File: src/rtl/general_register_freelist_ctrl_pkg.sv
// Shared scheduler constants and helpers for the physical-register free list.
// Sizes here set the free-list depth, name width and occupancy counter width.
package general_register_freelist_ctrl_pkg;

  localparam int FL_DEPTH = 64;
  localparam int FL_PTR_W = 6;
  localparam int FL_CNT_W = 7;

  typedef logic [FL_PTR_W-1:0] regname_t;
  typedef logic [FL_CNT_W-1:0] flcount_t;
  typedef logic [1:0]          slot_cnt_t;

  // Slot 1 may only pop together with slot 0, and never from an empty slot.
  function automatic slot_cnt_t pop_count(input logic req0, input logic req1,
                                          input logic vld0, input logic vld1);
    if (!(req0 && vld0)) return 2'd0;
    return (req1 && vld1) ? 2'd2 : 2'd1;
  endfunction

endpackage

File: src/rtl/general_register_freelist_ctrl_rr_select2.sv
// Two-winner round-robin select: first and second set request at or after ptr_i.
// Purely combinational; allow_i caps the number of winners at 0, 1 or 2.
module freelist_rr_select2 #(
  parameter int DEPTH = general_register_freelist_ctrl_pkg::FL_DEPTH,
  parameter int PTR_W = general_register_freelist_ctrl_pkg::FL_PTR_W
) (
  input  logic [DEPTH-1:0] req_i,
  input  logic [PTR_W-1:0] ptr_i,
  input  logic [1:0]       allow_i,
  output logic [DEPTH-1:0] gnt0_oh_o,
  output logic [DEPTH-1:0] gnt1_oh_o,
  output logic [PTR_W-1:0] gnt0_idx_o,
  output logic [PTR_W-1:0] gnt1_idx_o,
  output logic             gnt0_vld_o,
  output logic             gnt1_vld_o
);

  logic [DEPTH-1:0] rot;
  logic [PTR_W-1:0] off0;
  logic [PTR_W-1:0] off1;
  logic             hit0;
  logic             hit1;

  // Rotate so that bit 0 is the request at ptr_i; offsets wrap mod DEPTH.
  always_comb begin
    rot = '0;
    for (int i = 0; i < DEPTH; i++) begin
      rot[i] = req_i[PTR_W'(i) + ptr_i];
    end
  end

  always_comb begin
    hit0 = 1'b0;
    off0 = '0;
    for (int i = DEPTH-1; i >= 0; i--) begin
      if (rot[i]) begin
        hit0 = 1'b1;
        off0 = PTR_W'(i);
      end
    end
  end

  always_comb begin
    hit1 = 1'b0;
    off1 = '0;
    for (int i = DEPTH-1; i >= 1; i--) begin
      if (rot[i] && (PTR_W'(i) > off0)) begin
        hit1 = 1'b1;
        off1 = PTR_W'(i);
      end
    end
  end

  assign gnt0_vld_o = hit0 && (allow_i != 2'd0);
  assign gnt1_vld_o = hit1 && (allow_i >= 2'd2);
  assign gnt0_idx_o = off0 + ptr_i;
  assign gnt1_idx_o = off1 + ptr_i;
  assign gnt0_oh_o  = gnt0_vld_o ? (DEPTH'(1) << gnt0_idx_o) : '0;
  assign gnt1_oh_o  = gnt1_vld_o ? (DEPTH'(1) << gnt1_idx_o) : '0;

endmodule

File: src/rtl/general_register_freelist_ctrl.sv
// Free list of physical register names: round-robin collects up to 2 freed names per cycle, rename pops up to 2.
// Grants are combinational and throttled by free space; pushed names reach the head one cycle later.
module general_register_freelist_ctrl #(
  parameter int FL_DEPTH = general_register_freelist_ctrl_pkg::FL_DEPTH,
  parameter int FL_PTR_W = general_register_freelist_ctrl_pkg::FL_PTR_W,
  parameter int FL_CNT_W = general_register_freelist_ctrl_pkg::FL_CNT_W
) (
  input  logic                iCLOCK,
  input  logic                inRESET,
  input  logic                iFREE_RESTART,
  input  logic [FL_DEPTH-1:0] iENTRY_FREELIST_REQ,
  output logic [FL_DEPTH-1:0] oENTRY_FREELIST_REGIST_VALID,
  input  logic                iALLOC_0_REQ,
  input  logic                iALLOC_1_REQ,
  output logic                oALLOC_0_VALID,
  output logic                oALLOC_1_VALID,
  output logic [FL_PTR_W-1:0] oALLOC_0_REGNAME,
  output logic [FL_PTR_W-1:0] oALLOC_1_REGNAME,
  output logic [FL_CNT_W-1:0] oFREELIST_COUNT
);

  import general_register_freelist_ctrl_pkg::*;

  localparam logic [FL_PTR_W-1:0] PTR_ONE = FL_PTR_W'(1);

  logic [FL_PTR_W-1:0] fl_q [FL_DEPTH];
  logic [FL_PTR_W-1:0] rptr_q, rptr_d;
  logic [FL_PTR_W-1:0] wptr_q, wptr_d;
  logic [FL_PTR_W-1:0] rr_ptr_q, rr_ptr_d;
  logic [FL_CNT_W-1:0] count_q, count_d;

  slot_cnt_t           allow;
  slot_cnt_t           n_push;
  slot_cnt_t           n_pop;
  logic [FL_DEPTH-1:0] g0_oh, g1_oh;
  logic [FL_PTR_W-1:0] g0_idx, g1_idx;
  logic                g0_vld, g1_vld;
  logic                alloc0_vld, alloc1_vld;

  // Never accept more names than there are empty slots; restart blocks all grants.
  always_comb begin
    allow = 2'd2;
    if (iFREE_RESTART || (count_q >= FL_CNT_W'(FL_DEPTH))) begin
      allow = 2'd0;
    end else if (count_q == FL_CNT_W'(FL_DEPTH-1)) begin
      allow = 2'd1;
    end
  end

  freelist_rr_select2 #(
    .DEPTH (FL_DEPTH),
    .PTR_W (FL_PTR_W)
  ) u_rr_select2 (
    .req_i      (iENTRY_FREELIST_REQ),
    .ptr_i      (rr_ptr_q),
    .allow_i    (allow),
    .gnt0_oh_o  (g0_oh),
    .gnt1_oh_o  (g1_oh),
    .gnt0_idx_o (g0_idx),
    .gnt1_idx_o (g1_idx),
    .gnt0_vld_o (g0_vld),
    .gnt1_vld_o (g1_vld)
  );

  assign alloc0_vld = (count_q != '0);
  assign alloc1_vld = (count_q >= FL_CNT_W'(2));
  assign n_push     = {1'b0, g0_vld} + {1'b0, g1_vld};
  assign n_pop      = pop_count(iALLOC_0_REQ, iALLOC_1_REQ, alloc0_vld, alloc1_vld);

  always_comb begin
    rptr_d   = rptr_q + FL_PTR_W'(n_pop);
    wptr_d   = wptr_q + FL_PTR_W'(n_push);
    count_d  = count_q + FL_CNT_W'(n_push) - FL_CNT_W'(n_pop);
    rr_ptr_d = rr_ptr_q;
    if (g1_vld) begin
      rr_ptr_d = g1_idx + PTR_ONE;
    end else if (g0_vld) begin
      rr_ptr_d = g0_idx + PTR_ONE;
    end
    if (iFREE_RESTART) begin
      rptr_d  = '0;
      wptr_d  = '0;
      count_d = '0;
    end
  end

  always_ff @(posedge iCLOCK or negedge inRESET) begin
    if (!inRESET) begin
      rptr_q   <= '0;
      wptr_q   <= '0;
      rr_ptr_q <= '0;
      count_q  <= '0;
    end else begin
      rptr_q   <= rptr_d;
      wptr_q   <= wptr_d;
      rr_ptr_q <= rr_ptr_d;
      count_q  <= count_d;
    end
  end

  // A second grant only exists alongside a first, so it always lands at wptr+1.
  always_ff @(posedge iCLOCK or negedge inRESET) begin
    if (!inRESET) begin
      for (int i = 0; i < FL_DEPTH; i++) begin
        fl_q[i] <= '0;
      end
    end else begin
      if (g0_vld) begin
        fl_q[wptr_q] <= g0_idx;
      end
      if (g1_vld) begin
        fl_q[wptr_q + PTR_ONE] <= g1_idx;
      end
    end
  end

  assign oENTRY_FREELIST_REGIST_VALID = g0_oh | g1_oh;
  assign oALLOC_0_VALID               = alloc0_vld;
  assign oALLOC_1_VALID               = alloc1_vld;
  assign oALLOC_0_REGNAME             = fl_q[rptr_q];
  assign oALLOC_1_REGNAME             = fl_q[rptr_q + PTR_ONE];
  assign oFREELIST_COUNT              = count_q;

endmodule

File: config.mk
export PLATFORM = sky130hd
export DESIGN_NAME = general_register_freelist_ctrl
export DESIGN_NICKNAME = d
export VERILOG_FILES = /design/src/rtl/general_register_freelist_ctrl_pkg.sv /design/src/rtl/general_register_freelist_ctrl_rr_select2.sv /design/src/rtl/general_register_freelist_ctrl.sv
export SDC_FILE = /design/constraint.sdc
export NUM_CORES = 2
export LEC_CHECK = 0
export BUFFER_PORTS_ARGS = -buffer_cell sky130_fd_sc_hd__buf_4
export CORE_MARGIN = 2
export CORE_UTILIZATION = 40
export CTS_CLUSTER_DIAMETER = 40
export DETAILED_ROUTE_END_ITERATION = 6
export PLACE_DENSITY_LB_ADDON = 0.15
export SLEW_MARGIN = 15
export SYNTH_ARGS = -nofsm -noshare
export SYNTH_HDL_FRONTEND = slang
export SYNTH_SLANG_ARGS = --single-unit
File: constraint.sdc
create_clock -name iCLOCK -period 11.9 [get_ports iCLOCK]
set_input_delay 1.785 -clock iCLOCK [delete_from_list [all_inputs] [get_ports iCLOCK]]
set_output_delay 1.785 -clock iCLOCK [all_outputs]
set_load 0.02 [all_outputs]
Word-level counts from Yosys, hierarchy flattened
Cells that the tools add are included.

Register bits after elaboration: 409. Input bits: 69. Output and inout port bits: 85. Logic and storage cells: 766.

Add/subtract/negate cells: 74. $lt $le $gt $ge: 136. Equality and inequality tests: 1. Shift operators: 2. Muxes and demuxes: 407. Bitwise operators: 5. Reductions and logical operators: 73.

Operators with widths (count): 6-bit two-way mux (137); 384-bit bitwise mux (2); 384-bit two-way mux (2); 6-bit by 7-bit < comparator with 1-bit output, second input constant (64); 1-bit binary-select mux with 6-bit select (64); 6-bit adder, first input constant (32); 6-bit > comparator, first input constant (32); 1-bit two-way mux (191); 64-bit two-way mux (2); 1-bit by 6-bit << shifter with 64-bit output, first input constant (2); 5-bit by 6-bit adder with 6-bit output, first input constant (16); 5-bit by 6-bit > comparator with 1-bit output, first input constant (16); 6-bit binary-select mux with 6-bit select (2); 6-bit demux with 6-bit select (2); 1-bit logical AND (69); 64-bit bitwise OR (1); 4-bit by 6-bit adder with 6-bit output, first input constant (8); 4-bit by 6-bit > comparator with 1-bit output, first input constant (8); 7-bit >= comparator, second input constant (5); 6-bit NOT with 7-bit output (4); 3-bit by 6-bit adder with 6-bit output, first input constant (4); 6-bit by 1-bit adder with 6-bit output, second input constant (4); 3-bit by 6-bit > comparator with 1-bit output, first input constant (4); 7-bit by 1-bit < comparator with 1-bit output, second input constant (2); 17 further kinds (25).

Longest topological paths before layout
Word-level depth: 137. Gate-level depth with buffers: 44. Gate-level depth less buffers: 35.

Modules after synthesis
A second synthesis with hierarchy kept.

Cells, all modules: 3915. Area total of the unflattened synthesis: 39530.4 um^2.

Modules (own cells, without submodules): general_register_freelist_ctrl (instances 1, cells an instance 2516, area an instance 28104.5 um^2, sequential area each 10234.8 um^2); freelist_rr_select2 (instances 1, cells an instance 1399, area an instance 11426.0 um^2, sequential area each 0.0 um^2).

Worst setup path after synthesis
OpenSTA, ideal clock, no wires.

Path kind: register to output. Start point: register rr_ptr_q[0]. End point: output oENTRY_FREELIST_REGIST_VALID[38]. Data arrival time: 9.104 ns. Required time: 10.115 ns. Path slack: 1.011 ns. Stages on the path, launching flop included: 39. Cell sequence: dfrtp_1 -> buf_4 -> buf_6 -> buf_6 -> buf_4 -> inv_1 -> buf_4 -> buf_6 -> ha_1 -> buf_1 -> mux4_2 -> mux4_2 -> mux4_2 -> or4_1 -> buf_2 -> or4b_4 -> nor4_4 -> and2_1 -> (+3 left out) -> o21ba_2 -> nand3_1 -> a31oi_1 -> o31ai_1 -> a311o_1 -> a31oi_1 -> o31a_1 -> ha_1 -> a21o_1 -> a21oi_1 -> o21bai_1 -> a21oi_1 -> xnor2_1 -> xnor2_1 -> or3_1 -> clkbuf_1 -> buf_2 -> o22ai_1.

Cells in the longest elaborated chain, start to end: 136.

RTL lines: start: declaration (line general_register_freelist_ctrl.sv:29) `logic [FL_PTR_W-1:0] rr_ptr_q, rr_ptr_d;`; start signal: assignment (line general_register_freelist_ctrl.sv:96) `rr_ptr_q <= rr_ptr_d;`; 6-bit adder (line general_register_freelist_ctrl_rr_select2.sv:28) `rot[i] = req_i[PTR_W'(i) + ptr_i];`; 1-bit binary-select mux with 6-bit select (line general_register_freelist_ctrl_rr_select2.sv:28); 1-bit two-way mux (not written as such) (line general_register_freelist_ctrl_rr_select2.sv:28); 6-bit two-way mux (64 in a row) (line general_register_freelist_ctrl_rr_select2.sv:36) `if (rot[i]) begin`; 6-bit > comparator (line general_register_freelist_ctrl_rr_select2.sv:47) `if (rot[i] && (PTR_W'(i) > off0)) begin`; 1-bit logical AND (line general_register_freelist_ctrl_rr_select2.sv:47); 6-bit two-way mux (63 in a row) (line general_register_freelist_ctrl_rr_select2.sv:47); 6-bit adder (line general_register_freelist_ctrl_rr_select2.sv:57) `assign gnt1_idx_o = off1 + ptr_i;`; 1-bit by 6-bit << shifter with 64-bit output (line general_register_freelist_ctrl_rr_select2.sv:59) `assign gnt1_oh_o = gnt1_vld_o ? (DEPTH'(1) << gnt1_idx_o) : '0;`; 64-bit two-way mux (line general_register_freelist_ctrl_rr_select2.sv:59); 64-bit bitwise OR * (line general_register_freelist_ctrl.sv:117) `assign oENTRY_FREELIST_REGIST_VALID = g0_oh | g1_oh;`; end: declaration (line general_register_freelist_ctrl.sv:12) `output logic [FL_DEPTH-1:0] oENTRY_FREELIST_REGIST_VALID,`.

Every way passes the cells marked *; elsewhere a longest branch is shown, timed or not. The select of a mux whose other input is x is not followed.

Worst setup path after layout
Start point: register rr_ptr_q[0]. End point: output oENTRY_FREELIST_REGIST_VALID[61].

The elaborated chain is that of the path after synthesis.

==> out/results.txt <==
Clock Sinks - 409
I/O Pins - 154
Endpoints failing hold - 0
Slew headroom - 16.0%
Final #Nets - 3975
Mux cell area share after synthesis - 39.5%
Global route overflow - 0
Placed cell areas - 41400 sq um
Final hold slack - 0.578 ns
Root Buffer - clkbuf_16
Final Cycle Share - 96.8%
Mapped Cells - 3799
Top post-synthesis cells by count - nor2_1, mux4_2, mux2i_1
Core Box Area - 96600 sq um
CTS Buf Count - 89
Initial Utilization - 40.3%
Crit path max-delay cell type - mux4_2
Final Cell Area - 44900 sq um
Vias in the first global route - 32600
Critical path capture point type - output port
Post-DP HPWL - 108 mm
Clock slew seen by the registers of the worst setup and hold paths - 0.05 ns
CP peak stage delay - 0.63 ns
Post-Synth XOR/XNOR Area - 2.20%
Buffer depth of the longest clock path - 3
RR Startpoint - rr_ptr_q[0]
Filler cells - 8889
DRC - 0
All-Layer GR Usage - 29.9%
Hold-critical path depth - 2
Number of flops mapped to enable cells by yosys - 0
Syn nets - 3924
Largest net degree at the start of global routing - 150
Die area - 99800 sq um
Max Cap Violations - 0
Fmax - 86.8 MHz
Most numerous cell in the Yosys netlist - nor2_1
R2R depth - 29
Post-synthesis sequential area ratio - 26.3%
Die height - 316 microns
Largest cells by area after synthesis - dfrtp_1, mux4_2, mux2i_1, a21oi_1, nor2_1
Synthesized cell area - 38900 sq um
Vias/cell - 6.58
Post-DRT Antenna Nets - 0
RePlAce Congestion - 1.04
Routed WL - 151 mm
H-Tree Depth - 3
Initial antenna violation count - 3
Synth area leader - dfrtp_1
Fin. max-slew vios - 0
First-pass GRT wire length - 224 mm
Least-Margin Pin Slew - 1.25 ns
Worst Path Max Fanout - 32
Main combinational cell family by area after synthesis - multiplexers
WL/cell - 29.0 microns
Syn. warnings - 0
CTS tree - built
Yosys top cell area share - 26.3%
Top_reg_cell synth - dfrtp_1
Synth Area in Adders - 1.92%
Clk_skew - 0.0717 ns
IO buf count - 153
Site row count - 114
DR vias - 34200
Worst Path Required - 10.12 ns
Synth Register Bits - 409
Layout cells sized above 1 - 28.8%
# setup viols final - 0
Count of different cell masters after synthesis - 103
Synth Area in Compound Gates - 11.9%
First drt pass iteration count - 6
Period minus WS final - 11.52 ns
Worst hold path class - reg2reg
ANT cells - 0
Setup CP Type - reg2out
Later-pin clock latency in the skew report - 0.66 ns
Startpoint types - flop
Reg2reg end - rr_ptr_q[4]
RSZ-0062 raised after global routing - no
Die X - 316 microns
Layout overhead on the synthesized area - 15.4%
FF-to-FF setup slack - 2.27 ns
CP arrival - 9.73 ns
Post-synthesis simple-gate area fraction - 14.0%
Setup TNS - 0 ns
Worst Hold Endpoint - fl_q[124]
Outcome - finished clean
Worst Min Path Start - fl_q[124]
Mapped Avg Cell Area - 10.2 sq um
Detailed router's first-iteration violation count - 3830
Async set-reset flop share out of synthesis - 100%
==> layout by cell type (no fill, tap or decap), drive strengths merged, types with 12 or more instances in the layout <==
cell type,Yosys,routed
and2,25,25
nor3,42,42
a2111oi,12,12
buf,91,279
nand2b,15,15
ha,50,50
o31ai,18,18
nor4,23,23
o21ai,60,60
mux2,141,141
mux4,427,427
clkbuf,229,108
a22oi,15,15
nand3,95,95
inv,67,72
nand2,285,285
a31oi,20,20
mux2i,415,415
dfrtp,409,409
a211oi,16,16
or3,17,17
nor2b,31,31
a21oi,394,394
and4,24,24
clkinvlp,0,12
o22ai,68,68
bufinv,0,15
o211ai,16,16
a21o,18,18
nor2,459,459
or2,14,14
nand4,41,41
xor2,16,16
xnor2,78,78
clkinv,4,26
==> how the worst max path moves through the flow <==
stage	start	end	slack, ns	cells after the start
2_1_floorplan	rr_ptr_q[0]	oENTRY_FREELIST_REGIST_VALID[38]	1.01	38
3_3_place_gp	iENTRY_FREELIST_REQ[8]	oENTRY_FREELIST_REGIST_VALID[0]	0.31	27
3_5_place_dp	iENTRY_FREELIST_REQ[12]	oENTRY_FREELIST_REGIST_VALID[0]	0.38	26
4_1_cts	rr_ptr_q[0]	oENTRY_FREELIST_REGIST_VALID[0]	0.11	29
5_1_grt	rr_ptr_q[0]	oENTRY_FREELIST_REGIST_VALID[61]	0.03	31
6_report	rr_ptr_q[0]	oENTRY_FREELIST_REGIST_VALID[61]	0.38	32
==> kinds of logic after synthesis <==
group / after synthesis
multiplexers: 983
buffers and inverters: 391
flip-flops: 409
AND/OR/NAND/NOR: 1121
adder cells (fa/ha/maj): 56
AO/OA/AOI/OAI: 745
XOR/XNOR: 94
==> sequential cells by signal, indices dropped and copies added (netlist names) <==
signal           count
fl_q               384
oFREELIST_COUNT      7
wptr_q               6
rptr_q               6
rr_ptr_q             6
==> per-layer routing <==
layer  vias to the layer above  global-route usage, %  routed length [microns]
li1                      14600                      -                        -
met1                     17400                   42.3                    63600
met2                      1846                   46.0                    68200
met3                       297                   6.11                    13700
met4                         6                   9.68                     5020
met5                         -                      0                       41
==> stage by stage <==
| stage | instances | util, % | worst slack [ns] |
|---|---|---|---|
| after floorplan | 3799 | - | 1.01 |
| after global placement | 5025 | 42.9 | 0.314 |
| after detailed placement | 5025 | 42.9 | 0.382 |
| after CTS | 5186 | 46.3 | 0.115 |
| after global routing | 5196 | 46.5 | 0.0329 |
| final | 5196 | 46.5 | 0.384 |
==> worst max-delay path, delay by kind of cell, from the launching register on <==
kind / cells / cell delay, ns
flip-flops: 1 / 0.52
AND/OR/NAND/NOR: 5 / 1.27
AO/OA/AOI/OAI: 14 / 3.46
multiplexers: 3 / 1.64
XOR/XNOR: 2 / 0.42
buffers and inverters: 6 / 1.26
adder cells (fa/ha/maj): 2 / 0.52
==> layout make-up <==
type,instances,area [sq um],share of cell area [%]
Inverter,71,274,0.610
Clock inverter,54,805,1.79
Multi-Input combinational cell,2999,27400,60.9
Sequential cell,409,10300,22.8
Clock buffer,107,2430,5.42
Tap cell,1276,1600,3.56
Timing Repair Buffer,280,2180,4.85
==> timing repair <==
action	in CTS	in global routing
buffers inserted	0	10
resized for setup	3	29
endpoints found under the setup margin	38	64
hold buffers	0	0
gates cloned	0	0
pin swaps	0	1
Power is left out: the tool's default activity adds up to more than one toggle a clock period on the data nets, which glitch-free logic cannot reach.
